===== src/rtl/two_bit_serial_adder.sv =====
// two_bit_serial_adder: sequential WIDTH-bit adder consuming two operand bits per clock.
//   Ports: i_clk (rising edge), i_rst_n (async active-low reset), i_start (launch),
//          i_a/i_b (operands, captured on the accepting edge), i_cin (carry-in, only with
//          SERIAL_ADD_CIN_EN), o_busy (RUN), o_done (one-cycle result-valid pulse),
//          o_sum (a+b(+cin) mod 2^WIDTH), o_cout (carry out of bit WIDTH-1).
//   Macro SERIAL_ADD_CIN_EN: adds i_cin and seeds the carry register from it.
//   WIDTH must be even and >= 2.
module two_bit_add_slice (
    input  logic [1:0] i_a,
    input  logic [1:0] i_b,
    input  logic       i_c,
    output logic [1:0] o_s,
    output logic       o_c
);
    assign {o_c, o_s} = 3'(i_a) + 3'(i_b) + 3'(i_c);
endmodule

module two_bit_serial_adder #(
    parameter int WIDTH = 8
) (
    input  logic             i_clk,
    input  logic             i_rst_n,
    input  logic             i_start,
    input  logic [WIDTH-1:0] i_a,
    input  logic [WIDTH-1:0] i_b,
`ifdef SERIAL_ADD_CIN_EN
    input  logic             i_cin,
`endif
    output logic             o_busy,
    output logic             o_done,
    output logic [WIDTH-1:0] o_sum,
    output logic             o_cout
);
    localparam int SLICES = WIDTH / 2;
    localparam int CW     = $clog2(SLICES + 1);

    localparam logic [1:0] IDLE = 2'd0;
    localparam logic [1:0] RUN  = 2'd1;
    localparam logic [1:0] DONE = 2'd2;

    logic [1:0]       r_state;
    logic [WIDTH-1:0] r_opa;
    logic [WIDTH-1:0] r_opb;
    logic [WIDTH-1:0] r_part;
    logic             r_carry;
    logic [CW-1:0]    r_cnt;
    logic [WIDTH-1:0] r_sum;
    logic             r_cout;

    logic             w_cin;
    logic [1:0]       w_s;
    logic             w_c;
    logic [WIDTH+1:0] w_ext;
    logic [WIDTH-1:0] w_part_nxt;
    logic             w_accept;
    logic             w_last;

`ifdef SERIAL_ADD_CIN_EN
    assign w_cin = i_cin;
`else
    assign w_cin = 1'b0;
`endif

    two_bit_add_slice u_slice (
        .i_a(r_opa[1:0]),
        .i_b(r_opb[1:0]),
        .i_c(r_carry),
        .o_s(w_s),
        .o_c(w_c)
    );

    // New slice enters at the top; concatenating then dropping two LSBs also covers WIDTH=2.
    assign w_ext      = {w_s, r_part};
    assign w_part_nxt = w_ext[WIDTH+1:2];
    assign w_accept   = i_start && (r_state == IDLE || r_state == DONE);
    assign w_last     = r_cnt == CW'(SLICES - 1);

    assign o_busy = r_state == RUN;
    assign o_done = r_state == DONE;
    assign o_sum  = r_sum;
    assign o_cout = r_cout;

    always_ff @(posedge i_clk or negedge i_rst_n) begin
        if (!i_rst_n) begin
            r_state <= IDLE;
            r_opa   <= '0;
            r_opb   <= '0;
            r_part  <= '0;
            r_carry <= 1'b0;
            r_cnt   <= '0;
            r_sum   <= '0;
            r_cout  <= 1'b0;
        end else if (w_accept) begin
            r_state <= RUN;
            r_opa   <= i_a;
            r_opb   <= i_b;
            r_part  <= '0;
            r_carry <= w_cin;
            r_cnt   <= '0;
        end else if (r_state == RUN) begin
            r_opa   <= r_opa >> 2;
            r_opb   <= r_opb >> 2;
            r_part  <= w_part_nxt;
            r_carry <= w_c;
            r_cnt   <= r_cnt + 1'b1;
            if (w_last) begin
                r_state <= DONE;
                r_sum   <= w_part_nxt;
                r_cout  <= w_c;
            end
        end else begin
            r_state <= IDLE;
        end
    end
endmodule


===== config.mk =====
export PLATFORM = sky130hd
export DESIGN_NAME = two_bit_serial_adder
export DESIGN_NICKNAME = d
export VERILOG_FILES = /design/src/rtl/two_bit_serial_adder.sv
export SDC_FILE = /design/constraint.sdc
export NUM_CORES = 1
export LEC_CHECK = 0
export CAP_MARGIN = 20
export CORE_ASPECT_RATIO = 1.1
export CORE_MARGIN = 1
export CORE_UTILIZATION = 55
export CTS_BUF_LIST = sky130_fd_sc_hd__clkbuf_8
export CTS_CLUSTER_SIZE = 16
export DETAILED_ROUTE_END_ITERATION = 6
export HOLD_SLACK_MARGIN = 0.15
export PLACE_DENSITY = 0.81
export SKIP_CTS_REPAIR_TIMING = 1
export SLEW_MARGIN = 30
export SYNTH_ARGS = -nofsm -noshare
export SYNTH_HDL_FRONTEND = slang
export SYNTH_HIERARCHICAL = 1
export SYNTH_SLANG_ARGS = --single-unit

===== constraint.sdc =====
create_clock -name i_clk -period 2.5 [get_ports i_clk]
set_input_delay 0.5 -clock i_clk [delete_from_list [all_inputs] [get_ports i_clk]]
set_output_delay 0.5 -clock i_clk [all_outputs]
set_load 0.05 [all_outputs]

==> impl_metrics.tcl <==
set metrics [dict create \
    die_w_um 58.9 \
    cp_max_fo 3 \
    place.gp.congestion 0.860 \
    nets 198 \
    path_cells "inv_1 -> fa_1 -> fa_1 -> inv_1 -> mux2_1 -> a22o_1" \
    numPortBuffers 29 \
    vias 1230 \
    ys_ff_latch 37 \
    peakVddDrop_mv 0.660 \
    fin_hold_ws_ns 0.304 \
    finalSetupTns_ns 0 \
    syn_area_per_cell_um2 13.5 \
    synth-async-reset-ratio_pct 100 \
    place_inst 216 \
    grt_max_degree 38 \
    rows 22 \
    start_kind "flip-flop" \
    rrSetupSlack_ns 0.44 \
    wl_per_cell_um 15.0 \
    via_per_inst 5.49 \
    reg2reg_depth 6 \
    power_density_nw_per_um2 1220 \
    antenna_cells 0 \
    crit_family "adder cells" \
    synth_edf_count 0 \
    min_path_type "input port to asynchronous set/reset pin" \
    yosysWarnings 6 \
    layout.cells.non_filler 224 \
    ant_nets 0 \
    fmax_ghz 0.486 \
    synth_top_area_share_pct 47.3 \
    ioPinCount 30 \
    grt_usage_pct 21.0 \
    netlist_area_um2 1960 \
    p_sw_share_pct 38.3 \
    critical_path_class "flip-flop to flip-flop" \
    clk_latency_ns 0.28 \
    hold_viol 0 \
    p_int_w 0.00177 \
    syn_nets 168 \
    grt_pass1_vias 1302 \
    clkSinkCount 37 \
    rsz0062_at_grt "false" \
    status "complete, no violations" \
    final_cell_area_um2 2350 \
    cts_max_level 2 \
    reg2reg_to "r_part[7]" \
    maxSlewHeadroom_pct 45.8 \
    power_frac_clock_pct 13.2 \
    grt_antenna_before_repair 0 \
    rr_startpoint "r_opa[0]" \
    cts_buffers 5 \
    grt_pass1_wl_um 5910 \
    netlist_top_cells_count "mux2i_1, dfrtp_1, mux2_4, inv_1, a22o_1" \
    die_y_um 64.6 \
    slew_viol_final 0 \
    crit_slowest_cell "fa_1" \
    synth_cells 145 \
    cp.required_ns 2.68 \
    root_buffer "clkbuf_8" \
    dr.pass1.iters 4 \
    seqPwrFrac_pct 36.6 \
    fin_skew_ns 0.00262 \
    crit_path_end "r_part[7]" \
    setup_viol 0 \
    cts_tree "built" \
    p_comb_share_pct 50.1 \
    layout-drive-gt1-share_pct 17.0 \
    dpl.hpwl_um 2400 \
    fin_crit_sh_pct 82.3 \
    netSwitchingPower_w 0.00110 \
    drc 0 \
    dpl_worst_slack_ns 0.447 \
    end_kind "flip-flop" \
    path_depth 6 \
    fin_ws_ns 0.442 \
    synth.distinct_cells 22 \
    ys.flop_type "dfrtp_1" \
    core-area_um2 3360 \
    crit_buf_inv 2 \
    maxCapViolations 0 \
    cts_buffer_depth 2 \
    worstSetupStartpoint "r_opa[0]" \
    synth.largest_area_cell "dfrtp_1" \
    yosysSeqAreaShare_pct 47.3 \
    nFillCells 278 \
    grt.overflow.total 0 \
    design.die.area_um2 3800 \
    drt_first_iter_violations 48 \
    p_leak_nw 1.15 \
    synthTopCellsByArea "dfrtp_1, mux2i_1, mux2_4, a22o_1, fa_1" \
    initial_utilization_pct 58.3 \
    finalWirelength_um 3360 \
    synth.most_common_cell "mux2i_1" \
    crit_arrival_ns 2.23 \
    fin_crit_ns 2.06 \
    worst_pin_slew_ns 0.813 \
    crit_path_max_incr_delay_ns 0.51 \
    clk_pin_slew_ns 0.07 \
    syn2layout_area_growth_pct 19.9 \
    place_area_um2 2270 \
]
==> layout make-up <==
| class | instances | area [um^2] | area share (%) |
|---|---|---|---|
| clock buffer | 5 | 68.8 | 2.93 |
| sequential | 37 | 926 | 39.4 |
| timing repair buffer | 33 | 335 | 14.3 |
| inverter | 10 | 37.5 | 1.60 |
| tap | 48 | 60.1 | 2.56 |
| clock inverter | 3 | 11.3 | 0.480 |
| multi-input combinational | 88 | 908 | 38.7 |
==> state kept, by name, summed over array words and instances (netlist names) <==
| register | count |
|---|---|
| o_cout | 1 |
| r_opb | 8 |
| r_cnt | 3 |
| r_part | 6 |
| r_carry | 1 |
| r_opa | 8 |
| o_sum | 8 |
| r_state | 2 |
==> kinds of logic (layout without fill, tap and decap cells) <==
family,after synthesis,count (layout),synth area share (%)
and+or+nand+nor,11,11,3.19
muxes,58,58,33.9
adders and majority gates,4,4,3.32
xor gates and xnor gates,1,1,0.447
buffers and inverters,20,51,6.33
DFF,37,37,47.3
AOI/OAI and AO/OA,14,14,5.56
==> stage by stage <==
stage	utilization [%]	total power [W]
3_3_place_gp	67.5	0.00242
2_1_floorplan	-	0.00214
6_report	69.9	0.00286
4_1_cts	69.9	0.00289
5_1_grt	69.9	0.00305
3_5_place_dp	67.5	0.00251
==> worst min-delay path by stage <==
stage,from,end,cells past startpoint
6_report,i_rst_n,r_part[3],1
3_3_place_gp,r_cnt[2],r_cnt[2],1
4_1_cts,i_rst_n,r_cnt[1],1
5_1_grt,i_rst_n,r_part[3],1
3_5_place_dp,o_sum[5],o_sum[5],1
2_1_floorplan,i_rst_n,o_cout,0
==> power by group through the flow <==
stage / registers, W / logic [W] / clock network, W
global placement: 0.00104 / 0.00138 / 0
floorplan: 0.00119 / 0.000949 / 0
detailed placement: 0.00106 / 0.00144 / 0
global route: 0.00109 / 0.00154 / 0.000422
finish: 0.00105 / 0.00144 / 0.000378
CTS: 0.00105 / 0.00145 / 0.000389
==> metal layers <==
layer  part of all wire [%]  routed length (um)  track usage (%)  up-vias
li1                       -                   -                -      572
met5                      0                   0                0        -
met4                    1.8                  59             10.7        0
met1                     42                1410             23.9      627
met3                    3.7                 125             5.99        4
met2                     52                1760             35.4       27
==> layout by cell type, fill, tap and decap left out, types with 2 or more instances in the layout <==
cell / netlist / layout
dfrtp_1: 37 / 37
fa_1: 2 / 2
mux2i_1: 40 / 40
clkbuf_8: 0 / 5
clkdlybuf4s50_1: 0 / 26
mux2_4: 16 / 16
ha_1: 2 / 2
inv_1: 10 / 13
buf_4: 3 / 4
a22o_1: 9 / 9
o21ai_0: 4 / 4
buf_12: 0 / 2
nand3_1: 4 / 4
nor2b_1: 2 / 2
nand2b_1: 2 / 2
No activity file was read; power rests on OpenSTA's default activity.
